$ cat config.mk
export PLATFORM = sky130hd
export DESIGN_NAME = uart_tx
export DESIGN_NICKNAME = d
export VERILOG_FILES = /design/src/rtl/uart_pkg.sv /design/src/rtl/uart_tx_serializer.sv /design/src/rtl/uart_tx.sv
export SDC_FILE = /design/constraint.sdc
export NUM_CORES = 1
export LEC_CHECK = 0
export CORE_ASPECT_RATIO = 0.5
export CORE_UTILIZATION = 55
export CTS_BUF_LIST = sky130_fd_sc_hd__clkbuf_8 sky130_fd_sc_hd__clkbuf_16
export DETAILED_ROUTE_END_ITERATION = 7
export GPL_TIMING_DRIVEN = 0
export HOLD_SLACK_MARGIN = 0.1
export PLACE_DENSITY = 0.79
export SETUP_SLACK_MARGIN = 0.2
export SLEW_MARGIN = 5
export SYNTH_ARGS = -nofsm -noshare
export SYNTH_HDL_FRONTEND = slang
export SYNTH_SLANG_ARGS = --single-unit
$ cat constraint.sdc
create_clock -name CLK -period 3.3 [get_ports CLK]
set_input_delay 0.825 -clock CLK [delete_from_list [all_inputs] [get_ports CLK]]
set_output_delay 0.825 -clock CLK [all_outputs]
set_load 0.02 [all_outputs]
$ cat src/rtl/uart_pkg.sv
// Constants shared by the UART transmit and receive sides: the FSM state
// encoding, the parity-type values and the idle level of the serial line.
package uart_pkg;

  typedef enum logic [2:0] {
    ST_IDLE   = 3'd0,
    ST_START  = 3'd1,
    ST_DATA   = 3'd2,
    ST_PARITY = 3'd3,
    ST_STOP   = 3'd4
  } uart_state_e;

  localparam logic PARITY_EVEN = 1'b0;
  localparam logic PARITY_ODD  = 1'b1;
  localparam logic LINE_IDLE   = 1'b1;

  // Width of a counter that indexes DATA_WIDTH bits (at least one bit).
  function automatic int unsigned bit_index_width(input int unsigned n);
    return (n <= 2) ? 1 : $clog2(n);
  endfunction

endpackage

$ cat src/rtl/uart_tx_serializer.sv
// Shadow data shift register for the UART transmitter. cur_bit is always the
// next data bit to be placed on the line; each shift consumes it. The bit
// index is preset to all-ones on load so the shift that starts the first data
// bit wraps it to 0, after which it names the bit currently on the line.
module uart_tx_serializer
  import uart_pkg::*;
#(
  parameter int DATA_WIDTH = 8
) (
  input  logic                  CLK,
  input  logic                  Reset,
  input  logic                  load,
  input  logic                  shift,
  input  logic [DATA_WIDTH-1:0] data,
  input  logic                  parity_type,
  output logic                  cur_bit,
  output logic                  last_bit,
  output logic                  parity_bit
);

  localparam int IDX_W = bit_index_width(DATA_WIDTH);
  localparam logic [IDX_W-1:0] LAST_IDX = IDX_W'(DATA_WIDTH - 1);

  logic [DATA_WIDTH-1:0] shreg;
  logic [IDX_W-1:0]      idx;
  logic                  parity_q;

  // Capture the byte and its parity on load; shift one bit per data bit sent.
  // NOTE: sequential state uses non-blocking assignments so every flop samples
  // the pre-edge values; the shadow registers are reset too, because the
  // frame must be discarded cleanly when reset hits mid-transmission.
  always_ff @(posedge CLK or negedge Reset) begin
    if (!Reset) begin
      shreg    <= '0;
      idx      <= '0;
      parity_q <= 1'b0;
    end else if (load) begin
      shreg    <= data;
      idx      <= '1;
      parity_q <= (parity_type == PARITY_ODD) ? ~^data : ^data;
    end else if (shift) begin
      shreg <= shreg >> 1;
      idx   <= idx + IDX_W'(1);
    end
  end

  assign cur_bit    = shreg[0];
  assign last_bit   = (idx == LAST_IDX);
  assign parity_bit = parity_q;

endmodule

$ cat src/rtl/uart_tx.sv
// UART transmitter: start bit, DATA_WIDTH data bits LSB first, optional
// parity bit, one stop bit. Every bit lasts max(Prescale, 1) clock cycles.
// Frame parameters are latched when a request is accepted in IDLE, so input
// changes during a frame have no effect. TX_OUT and Busy come straight from
// flops; each is loaded with the value for the state being entered.
module uart_tx
  import uart_pkg::*;
#(
  parameter int DATA_WIDTH     = 8,
  parameter int PRESCALE_WIDTH = 6
) (
  input  logic                      CLK,
  input  logic                      Reset,
  input  logic [DATA_WIDTH-1:0]     P_Data,
  input  logic                      Data_valid,
  input  logic                      Parity_EN,
  input  logic                      Parity_type,
  input  logic [PRESCALE_WIDTH-1:0] Prescale,
  output logic                      TX_OUT,
  output logic                      Busy
);

  uart_state_e               state;
  logic [PRESCALE_WIDTH-1:0] bit_cnt;
  logic [PRESCALE_WIDTH-1:0] prescale_q;
  logic [PRESCALE_WIDTH-1:0] bit_last;
  logic                      parity_en_q;
  logic                      tick;
  logic                      load;
  logic                      shift;
  logic                      cur_bit;
  logic                      last_bit;
  logic                      parity_bit;

  // Prescale values 0 and 1 both give a one-cycle bit period.
  assign bit_last = (prescale_q == '0) ? '0 : prescale_q - PRESCALE_WIDTH'(1);
  assign tick     = (bit_cnt == bit_last);
  assign load     = (state == ST_IDLE) && Data_valid;
  assign shift    = tick && ((state == ST_START) ||
                             ((state == ST_DATA) && !last_bit));

  uart_tx_serializer #(
    .DATA_WIDTH (DATA_WIDTH)
  ) u_serializer (
    .CLK         (CLK),
    .Reset       (Reset),
    .load        (load),
    .shift       (shift),
    .data        (P_Data),
    .parity_type (Parity_type),
    .cur_bit     (cur_bit),
    .last_bit    (last_bit),
    .parity_bit  (parity_bit)
  );

  // Frame FSM with bit timer and registered line/busy outputs.
  always_ff @(posedge CLK or negedge Reset) begin
    if (!Reset) begin
      state       <= ST_IDLE;
      bit_cnt     <= '0;
      prescale_q  <= '0;
      parity_en_q <= 1'b0;
      TX_OUT      <= LINE_IDLE;
      Busy        <= 1'b0;
    end else begin
      if (state != ST_IDLE) begin
        bit_cnt <= tick ? '0 : bit_cnt + PRESCALE_WIDTH'(1);
      end
      case (state)
        ST_IDLE: begin
          bit_cnt <= '0;
          TX_OUT  <= LINE_IDLE;
          Busy    <= 1'b0;
          if (Data_valid) begin
            prescale_q  <= Prescale;
            parity_en_q <= Parity_EN;
            state       <= ST_START;
            TX_OUT      <= 1'b0;
            Busy        <= 1'b1;
          end
        end
        ST_START: begin
          if (tick) begin
            state  <= ST_DATA;
            TX_OUT <= cur_bit;
          end
        end
        ST_DATA: begin
          if (tick) begin
            if (!last_bit) begin
              TX_OUT <= cur_bit;
            end else if (parity_en_q) begin
              state  <= ST_PARITY;
              TX_OUT <= parity_bit;
            end else begin
              state  <= ST_STOP;
              TX_OUT <= LINE_IDLE;
            end
          end
        end
        ST_PARITY: begin
          if (tick) begin
            state  <= ST_STOP;
            TX_OUT <= LINE_IDLE;
          end
        end
        ST_STOP: begin
          if (tick) begin
            state  <= ST_IDLE;
            TX_OUT <= LINE_IDLE;
            Busy   <= 1'b0;
          end
        end
        default: begin
          state   <= ST_IDLE;
          bit_cnt <= '0;
          TX_OUT  <= LINE_IDLE;
          Busy    <= 1'b0;
        end
      endcase
    end
  end

endmodule

# Word-level counts from Yosys, hierarchy flattened
# Index checks and enable logic that the tools add are counted.
# W data, S select, Z words.
[totals]
input_bits = 19
out_inout_bits = 2
register_bits = 30
[op_classes]
reduce_logical = 18
n_bitwise = 1
eq_ne = 14
add_sub_neg = 3
n_mux = 27
[op_table]
columns = ["operator", "count"]
rows = [
  ["$mux W3", 9],
  ["$mux W6", 4],
  ["$mux W8", 2],
  ["$pmux W3 S5", 1],
  ["$ne A2 B2 Y1 const B", 6],
  ["$mux W1", 9],
  ["$reduce_xnor A8 Y1", 1],
  ["$reduce_xor A8 Y1", 1],
  ["$add A6 B1 Y6 const B", 1],
  ["$eq A3 B2 Y1 const B", 2],
  ["$eq A3 B3 Y1 const B", 2],
  ["$eq A6 B6 Y1", 1],
  ["$logic_not A6 Y1", 1],
  ["$reduce_and A6 Y1", 1],
  ["$sub A6 B1 Y6 const B", 1],
  ["$ne A2 B1 Y1 const B", 2],
  ["$pmux W1 S4", 1],
  ["$reduce_and A2 Y1", 2],
  ["$reduce_or A4 Y1", 1],
  ["$add A3 B1 Y3 const B", 1],
  ["$eq A3 B1 Y1 const B", 1],
  ["$logic_and A1 B1 Y1", 3],
  ["$logic_not A3 Y1", 1],
  ["$pmux W1 S3", 1],
  ["other kinds (8)", 8],
]

# Logic depth before layout (Yosys ltp)
# Gate-level depths: netlist (run 1).
[depth]
word_depth = 7
mapped_depth = 10
ltp_nobuf = 8

# By module
# From an unflattened synthesis (run 1), not the netlist that was laid out.
[unflattened]
cells_unflattened = 160
area_unflattened_um2 = 1655.3
[modules_own_cells]
columns = ["mod", "cells_each", "area_per_inst_um2", "n_inst"]
rows = [
  ["uart_tx", 105, 1028.5, 1],
  ["uart_tx_serializer", 55, 626.9, 1],
]

# Worst setup path before layout (run 1)
# No wires, ideal clock.
[synth_path]
kind = "register -> register"
start = "reg prescale_q[0]"
end = "reg state[1]"
required_time_ns = 3.178
setup_ns = 0.122
path_slack_ns = 0.805
path_stages_with_launch = 10
arrival_ns = 2.374
cell_sequence = "dfrtp_1 > inv_1 > ha_1 > buf_2 > nor4bb_1 > mux2_1 > nor3_4 > nand2_2 > or3_1 > a32o_1"
[synth_between]
elab_chain_cells = 5
word_cells_on_any_way = 9
classes_between = "add/sub: 1; eq/ne: 5; mux: 1; reduce/logical: 2"
[synth_rtl]
columns = ["element", "line_no", "text"]
rows = [
  ["start, declared", "uart_tx.sv:25", "logic [PRESCALE_WIDTH-1:0] prescale_q;"],
  ["start signal, assigned", "uart_tx.sv:75", "prescale_q <= Prescale;"],
  ["$sub A6 B1 Y6 or $logic_not A6 Y1 (tied branches)", "uart_tx.sv:36", "assign bit_last = (prescale_q == '0) ? '0 : prescale_q - PRESCALE_WIDTH'(1);"],
  ["$mux W6 (*)", "uart_tx.sv:36", ""],
  ["$eq A6 B6 Y1 (*)", "uart_tx.sv:37", "assign tick = (bit_cnt == bit_last);"],
  ["$ne A2 B2 Y1 (no line)", "n/a", ""],
  ["$reduce_and A6 Y1 (no line) (*)", "n/a", ""],
  ["end signal, assigned", "uart_tx.sv:59", "state <= ST_IDLE;"],
  ["end signal, assigned", "uart_tx.sv:77", "state <= ST_START;"],
  ["end signal, assigned", "uart_tx.sv:84", "state <= ST_DATA;"],
  ["end, declared", "uart_tx.sv:23", "uart_state_e state;"],
]
# Mark *: on every way between the ends. The rest lies on a longest branch, timed or not.
# A chain may end at the register's enable or synchronous reset.

# Worst setup path after layout (run 1)
[layout_path]
start = "reg prescale_q[0]"
end = "reg u_serializer.shreg[6]"
[layout_between]
elab_chain_cells = 5
word_cells_on_any_way = 6
classes_between = "add/sub: 1; eq/ne: 1; mux: 1; reduce/logical: 3"
[layout_rtl]
columns = ["element", "line_no", "text"]
rows = [
  ["$sub A6 B1 Y6 or $logic_not A6 Y1 (tied branches)", "uart_tx.sv:36", ""],
  ["$mux W6 (*)", "uart_tx.sv:36", ""],
  ["$eq A6 B6 Y1 (*)", "uart_tx.sv:37", ""],
  ["$logic_and A1 B1 Y1 (*)", "uart_tx.sv:39", "assign shift = tick && ((state == ST_START) ||"],
  ["$reduce_bool A2 Y1 (no line) (*)", "n/a", ""],
  ["end signal, assigned", "uart_tx_serializer.sv:38", "shreg <= data;"],
  ["end signal, assigned", "uart_tx_serializer.sv:42", "shreg <= shreg >> 1;"],
  ["end, declared", "uart_tx_serializer.sv:24", "logic [DATA_WIDTH-1:0] shreg;"],
]
# Marks and branches as above.

==> results of run 1 <==
per-layer routing:
| metal | share of wire | vias up | global-route usage | routed length, microns |
|---|---|---|---|---|
| li1 | - | 757 | - | - |
| met1 | 0.48 | 733 | 0.349 | 1840 |
| met2 | 0.47 | 34 | 0.393 | 1790 |
| met3 | 0.044 | 4 | 0.0826 | 167 |
| met4 | 0.0086 | 0 | 0.0947 | 33 |
| met5 | 0 | - | 0 | 0 |
state kept, by name (all words and copies together) (netlist names):
register and cells:
u_serializer.shreg 8, parity_en_q 1, TX_OUT 1, u_serializer.parity_bit 1
bit_cnt 6, Busy 1, prescale_q 6, state 3
u_serializer.idx 3
metrics by stage:
| stage | cell area [sq um] | instances | power, uW | utilization | worst slack [ns] |
|---|---|---|---|---|---|
| 2_1_floorplan | 1770 | 196 | 1420 | - | 0.805 |
| 3_3_place_gp | 2020 | 256 | 1640 | 0.666 | 0.566 |
| 3_5_place_dp | 2010 | 256 | 1680 | 0.664 | 0.573 |
| 4_1_cts | 2120 | 264 | 2040 | 0.700 | 0.547 |
| 5_1_grt | 2120 | 264 | 2200 | 0.700 | 0.339 |
| 6_report | 2120 | 264 | 2040 | 0.700 | 0.512 |
cells by family after synthesis:
family / Yosys count
DFF: 30
AOI/OAI and AO/OA: 49
xor gates and xnor gates: 15
muxes: 3
and+or+nand+nor: 76
buffers and inverters: 19
adders and majority gates: 4
power breakdown:
group | switching (uW) | total [uW] | internal, uW
Combinational | 573 | 1010 | 442
Sequential | 141 | 673 | 532
Clock | 142 | 352 | 210
placed cells by master (no fill, tap or decap), types with 2 or more instances in the layout:
cell type                         netlist  final
sky130_fd_sc_hd__a21o_1                 2      2
sky130_fd_sc_hd__a21oi_1               13     13
sky130_fd_sc_hd__a221o_1                5      5
sky130_fd_sc_hd__a31oi_1                2      2
sky130_fd_sc_hd__and3_1                 6      6
sky130_fd_sc_hd__buf_2                  3      4
sky130_fd_sc_hd__clkbuf_1               5      5
sky130_fd_sc_hd__clkbuf_8               0      8
sky130_fd_sc_hd__clkdlybuf4s50_1        0     19
sky130_fd_sc_hd__dfrtp_1               29     29
sky130_fd_sc_hd__ha_1                   4      4
sky130_fd_sc_hd__inv_1                  9      9
sky130_fd_sc_hd__mux2i_1                2      2
sky130_fd_sc_hd__nand2_1               28     28
sky130_fd_sc_hd__nand3_1               13     13
sky130_fd_sc_hd__nor2_1                13     13
sky130_fd_sc_hd__nor3_1                 2      2
sky130_fd_sc_hd__o211ai_1               2      2
sky130_fd_sc_hd__o21ai_0                8      8
sky130_fd_sc_hd__o21ai_1                4      4
sky130_fd_sc_hd__o31ai_1                2      2
sky130_fd_sc_hd__or3_1                  3      3
sky130_fd_sc_hd__xnor2_1               13     13
sky130_fd_sc_hd__xor2_1                 2      2
tightest hold or removal path, cell delays in order, from the launching register on:
cell and delay [ns]:
sky130_fd_sc_hd__dfrtp_1 0.34, sky130_fd_sc_hd__nand2_1 0.05, sky130_fd_sc_hd__o21ai_0 0.06
cell type report:
| type | count | area (sq um) | area share |
|---|---|---|---|
| multi-input combinational | 147 | 936 | 0.441 |
| sequential | 30 | 752 | 0.354 |
| timing repair buffer | 20 | 195 | 0.0920 |
| clock buffer | 8 | 110 | 0.0519 |
| tap | 40 | 50.0 | 0.0236 |
| buffer | 10 | 45.0 | 0.0212 |
| inverter | 9 | 33.8 | 0.0159 |
final timing paths:
| path | start | end | slack, ns | cells after the start |
|---|---|---|---|---|
| setup / recovery | prescale_q[0] | u_serializer.shreg[6] | 0.51 | 9 |
| hold / removal | u_serializer.parity_bit | u_serializer.parity_bit | 0.48 | 2 |
| setup reg to reg | prescale_q[0] | u_serializer.shreg[6] | 0.51 | 9 |
| hold reg to reg | u_serializer.parity_bit | u_serializer.parity_bit | 0.48 | 2 |
| max in group asynchronous | Reset | state[0] | 2.28 | 1 |
| min in group asynchronous | Reset | prescale_q[3] | 0.57 | 1 |
==> results.sh, run 1 <==
export IMPL_timing_final_setup_violations=0
export IMPL_cts_tree="done"
export IMPL_drt_first_iter_violations=55
export IMPL_post_dp_hpwl_microns=2780
export IMPL_die_width_microns=82.2
export IMPL_yosys_register_bits=30
export IMPL_worst_endpoint_required_ns=3.52
export IMPL_final_max_slew_viol_count=0
export IMPL_synthTopCellsByCount="sky130_fd_sc_hd__dfrtp_1, sky130_fd_sc_hd__nand2_1"
export IMPL_portBuffers=20
export IMPL_postCtsResizedCells=0
export IMPL_dr_total_vias=1528
export IMPL_yosysTopAreaCellShare=0.411
export IMPL_clock_root_buffer="sky130_fd_sc_hd__clkbuf_8"
export IMPL_max_slew_margin=0.542
export IMPL_synth_xor_area_frac=0.0744
export IMPL_grt_overflow_total=0
export IMPL_crit_path_max_fanout=8
export IMPL_grt_antenna_before_repair=0
export IMPL_htreeDepth=2
export IMPL_largest_net_degree_at_the_start_of_global_routing=31
export IMPL_final_period_minus_worst_setup_slack_ns=2.79
export IMPL_grt_pass1_vias=1381
export IMPL_clk_path_buf_depth=2
export IMPL_cellLeakagePower_uw=0.000923
export IMPL_place_congestion=0.927
export IMPL_share_of_final_layout_standard_cells_stronger_than_drive_strength_1=0.0938
export IMPL_syn_num_nets=219
export IMPL_min_path_type="reg2reg"
export IMPL_antenna_cells=0
export IMPL_async_flop_share=1.00
export IMPL_synth_top_area_cell="sky130_fd_sc_hd__dfrtp_1"
export IMPL_cts_buffers_inserted=5
export IMPL_clock_sinks=30
export IMPL_clock_insertion_delay_worst_skew_ns=0.29
export IMPL_start_util=0.583
export IMPL_critical_path_top_delay_family="simple AND/OR/NAND/NOR gates"
export IMPL_synthFlopType="sky130_fd_sc_hd__dfrtp_1"
export IMPL_n_fill_cell=239
export IMPL_route_final_wire_length_microns=3830
export IMPL_grt_pass1_wl_microns=6460
export IMPL_timing_critical_path_slowest_cell_delay_ns=0.41
export IMPL_startpoint_type="flop"
export IMPL_maxCapViolations=0
export IMPL_final_hold_viol_count=0
export IMPL_post_synth_cell_area_avg_sq_um=9.01
export IMPL_rows=14
export IMPL_detail_route_drc_violations=0
export IMPL_synth_yosys_seq_area_share=0.426
export IMPL_ir_drop_uv=543
export IMPL_number_of_flops_mapped_to_enable_cells_by_yosys=0
export IMPL_achievable_frequency_mhz=359
export IMPL_tightest_slew_ns=0.687
export IMPL_synth_top_cells_by_area="sky130_fd_sc_hd__dfrtp_1, sky130_fd_sc_hd__xnor2_1, sky130_fd_sc_hd__nand2_1"
export IMPL_yosys_mux_area_fraction=0.0177
export IMPL_die_area_sq_um=3460
export IMPL_synth_cell_area_sq_um=1770
export IMPL_num_io_pins=21
export IMPL_grt_usage=0.260
export IMPL_number_of_cells_produced_by_synthesis=196
export IMPL_grt_setup_unrepaired="false"
export IMPL_synth_distinct_cells=48
export IMPL_post_synth_fa_ha_maj_area_fraction=0.0283
export IMPL_nets=246
export IMPL_clock_skew_final_ns=0.00453
export IMPL_timing_setup_critical_path_class="reg2reg"
export IMPL_synthMostInstantiatedCell="sky130_fd_sc_hd__dfrtp_1"
export IMPL_cts_reportedPaths_clkPinSlew_ns=0.07
export IMPL_signed_area_change_from_the_synthesized_netlist_to_the_final_layout_pct=20.1
export IMPL_avgRoutedWirePerCell_microns=14.5
export IMPL_design_core_area_sq_um=3030
export IMPL_worstPathArrival_ns=3.01
export IMPL_fin_hold_ws_ns=0.481
export IMPL_final_antenna_net_count=0
export IMPL_cpMaxStageDelayCell="sky130_fd_sc_hd__dfrtp_1"
export IMPL_power_density_nw_per_um2=961
export IMPL_post_cts_setup_buffer_count=0
export IMPL_via_per_inst=5.79
export IMPL_synth_compound_area_share=0.190
export IMPL_crit_path_end_kind="flop"
export IMPL_ys_warnings_count=0
export IMPL_totalNegativeSetupSlack_ns=0
export IMPL_drt_pass1_iterations=5
export IMPL_status="finished, final reports clean"
export IMPL_floorplan_die_height_microns=42.1
export IMPL_post_synthesis_simple_gate_area_fraction=0.220
export IMPL_critPathBufInv=2
export IMPL_hold_buffers=0
export IMPL_final_min_period_over_clock_period=0.845
export IMPL_synth_top_family_by_area="simple AND/OR/NAND/NOR gates"
export IMPL_timing_critical_path_cells="inv_1, ha_1, buf_2, nor4bb_1, mux2_1, nor3_4, nand3_1, nor2_1, a221o_1"
Note: power is estimated with default switching activity, not from simulation.
==> inputs of run 2 (changes only) <==
Clock period 3.3 ns to 2.87 ns, I/O delays scaled along.
==> results.sh, run 2 (synthesis gave the netlist of run 1 again) <==
export IMPL_status="finished, final reports clean"
export IMPL_cpMaxStageDelayCell="sky130_fd_sc_hd__dfrtp_1"
export IMPL_route_final_wire_length_microns=4090
export IMPL_cellLeakagePower_uw=0.000938
export IMPL_die_area_sq_um=3460
export IMPL_clock_root_buffer="sky130_fd_sc_hd__clkbuf_8"
export IMPL_largest_net_degree_at_the_start_of_global_routing=31
export IMPL_final_common_cell="sky130_fd_sc_hd__dfrtp_1"
export IMPL_avgRoutedWirePerCell_microns=15.4
export IMPL_pwr_share_clk=0.166
export IMPL_max_slew_margin=0.543
export IMPL_design_core_area_sq_um=3030
export IMPL_share_seq_of_total_power=0.320
export IMPL_grt_antenna_before_repair=0
export IMPL_final_antenna_net_count=0
export IMPL_antenna_cells=0
export IMPL_die_width_microns=82.2
export IMPL_start_util=0.583
export IMPL_achievable_frequency_mhz=374
export IMPL_ir_drop_uv=626
export IMPL_maxCapViolations=0
export IMPL_clock_sinks=30
export IMPL_layer_carrying_the_most_global_route_usage="met2"
export IMPL_final_max_slew_viol_count=0
export IMPL_largest_reg_flops=8
export IMPL_net_switching_power_uw=1060
export IMPL_timing_critical_path_slowest_cell_delay_ns=0.41
export IMPL_rows=14
export IMPL_clock_insertion_delay_worst_skew_ns=0.29
export IMPL_signed_area_change_from_the_synthesized_netlist_to_the_final_layout_pct=23.4
export IMPL_postLayoutCoreUtil=0.719
export IMPL_place_congestion=0.927
export IMPL_grt_setup_unrepaired="false"
export IMPL_num_io_pins=21
export IMPL_drt_pass1_iterations=4
export IMPL_totalNegativeSetupSlack_ns=0
export IMPL_detail_route_drc_violations=0
export IMPL_via_per_inst=5.92
export IMPL_mostFrequentLayoutCells="sky130_fd_sc_hd__dfrtp_1, sky130_fd_sc_hd__nand2_1, sky130_fd_sc_hd__clkdlybuf4s50_1"
export IMPL_timing_final_setup_violations=0
export IMPL_timing_critical_path_cells="inv_1, ha_1, clkbuf_4, or3b_1, o311a_1, o221ai_2, buf_4, nor2_2, a221o_1"
export IMPL_grt_met1_usage=0.349
export IMPL_nets=248
export IMPL_final_min_period_over_clock_period=0.931
export IMPL_portBuffers=20
export IMPL_crit_path_end_kind="flop"
export IMPL_worst_endpoint_required_ns=3.04
export IMPL_intPower_uw=1420
export IMPL_startpoint_type="flop"
export IMPL_dr_total_vias=1576
export IMPL_grt_pass1_wl_microns=6460
export IMPL_cts_tree="done"
export IMPL_grt_pass1_vias=1381
export IMPL_htreeDepth=2
export IMPL_min_path_type="in2async"
export IMPL_grt_overflow_total=0
export IMPL_worstPathArrival_ns=2.84
export IMPL_register_with_the_most_flip_flops="u_serializer.shreg"
export IMPL_power_density_nw_per_um2=1140
export IMPL_layout_setup_ws_ns=0.198
export IMPL_power_switching_fraction=0.426
export IMPL_drt_first_iter_violations=93
export IMPL_grt_use_met3=0.0826
export IMPL_power_frac_comb=0.514
export IMPL_crit_path_max_fanout=8
export IMPL_top_regs="u_serializer.shreg: 8 flops, bit_cnt: 6 flops, prescale_q: 6 flops"
export IMPL_met2_usage=0.393
export IMPL_post_place_ws_ns=0.143
export IMPL_share_of_final_layout_standard_cells_stronger_than_drive_strength_1=0.124
export IMPL_floorplan_die_height_microns=42.1
export IMPL_grt_usage=0.260
export IMPL_final_period_minus_worst_setup_slack_ns=2.67
export IMPL_clk_path_buf_depth=2
export IMPL_cts_reportedPaths_clkPinSlew_ns=0.07
export IMPL_clock_skew_final_ns=0.00407
export IMPL_tightest_slew_ns=0.686
export IMPL_final_hold_viol_count=0
export IMPL_timing_setup_critical_path_class="reg2reg"
export IMPL_cts_buffers_inserted=5
export IMPL_hold_buffers=0
export IMPL_post_dp_hpwl_microns=2780
## run 2: repair_timing
item,CTS,global route
gates cloned,0,1
resized for setup,2,7
endpoints found under the setup margin,7,13
pin swaps,1,3
setup buffers,0,1
## run 2: worst paths after layout
check                                        startpoint                       to  slack, ns  depth (start not counted)
worst max-delay path                      prescale_q[1]    u_serializer.shreg[6]       0.20                          9
worst min-delay path                              Reset            prescale_q[5]       0.46                          1
worst max register to register            prescale_q[1]    u_serializer.shreg[6]       0.20                          9
worst min register to register  u_serializer.parity_bit  u_serializer.parity_bit       0.48                          2
max in group asynchronous                         Reset                 state[0]       1.96                          1
min in group CLK                u_serializer.parity_bit  u_serializer.parity_bit       0.48                          2
## run 2: area by class of cell
type	instances	area, sq um
clock buffers	8	110
well taps	40	50.0
repair buffers	22	214
multi-input cells	147	972
plain buffers	10	47.5
inverters	9	33.8
flip-flops and latches	30	752
fillers	234	851
## run 2: stage by stage
stage                     power (uW)  instance area [sq um]  cells  hold slack [ns]
after floorplan                 1630                   1770    196            0.422
after global placement          1880                   2020    256            0.454
after detailed placement        1940                   2010    256            0.470
after CTS                       2360                   2130    264            0.484
after global routing            2640                   2180    266            0.503
final                           2480                   2180    266            0.464
## run 2: critical path, delay by kind of cell (launching register included)
family          cells  cell delay, ns
fa+ha+maj           1            0.17
buf+inv             3            0.50
simple gates        2            0.49
flops               1            0.41
compound gates      3            0.98
## run 2: power by group through the flow
stage	combinational [uW]	clock, uW	sequential (uW)
after CTS	1170	412	773
after floorplan	879	0	751
after global placement	1110	0	766
after detailed placement	1160	0	776
final	1270	412	792
after global routing	1400	431	811
## run 2: routing by layer
layer,wire length [microns],vias up
li1,-,756
met1,1940,768
met2,1870,43
met3,210,9
met4,73,0
met5,0,-
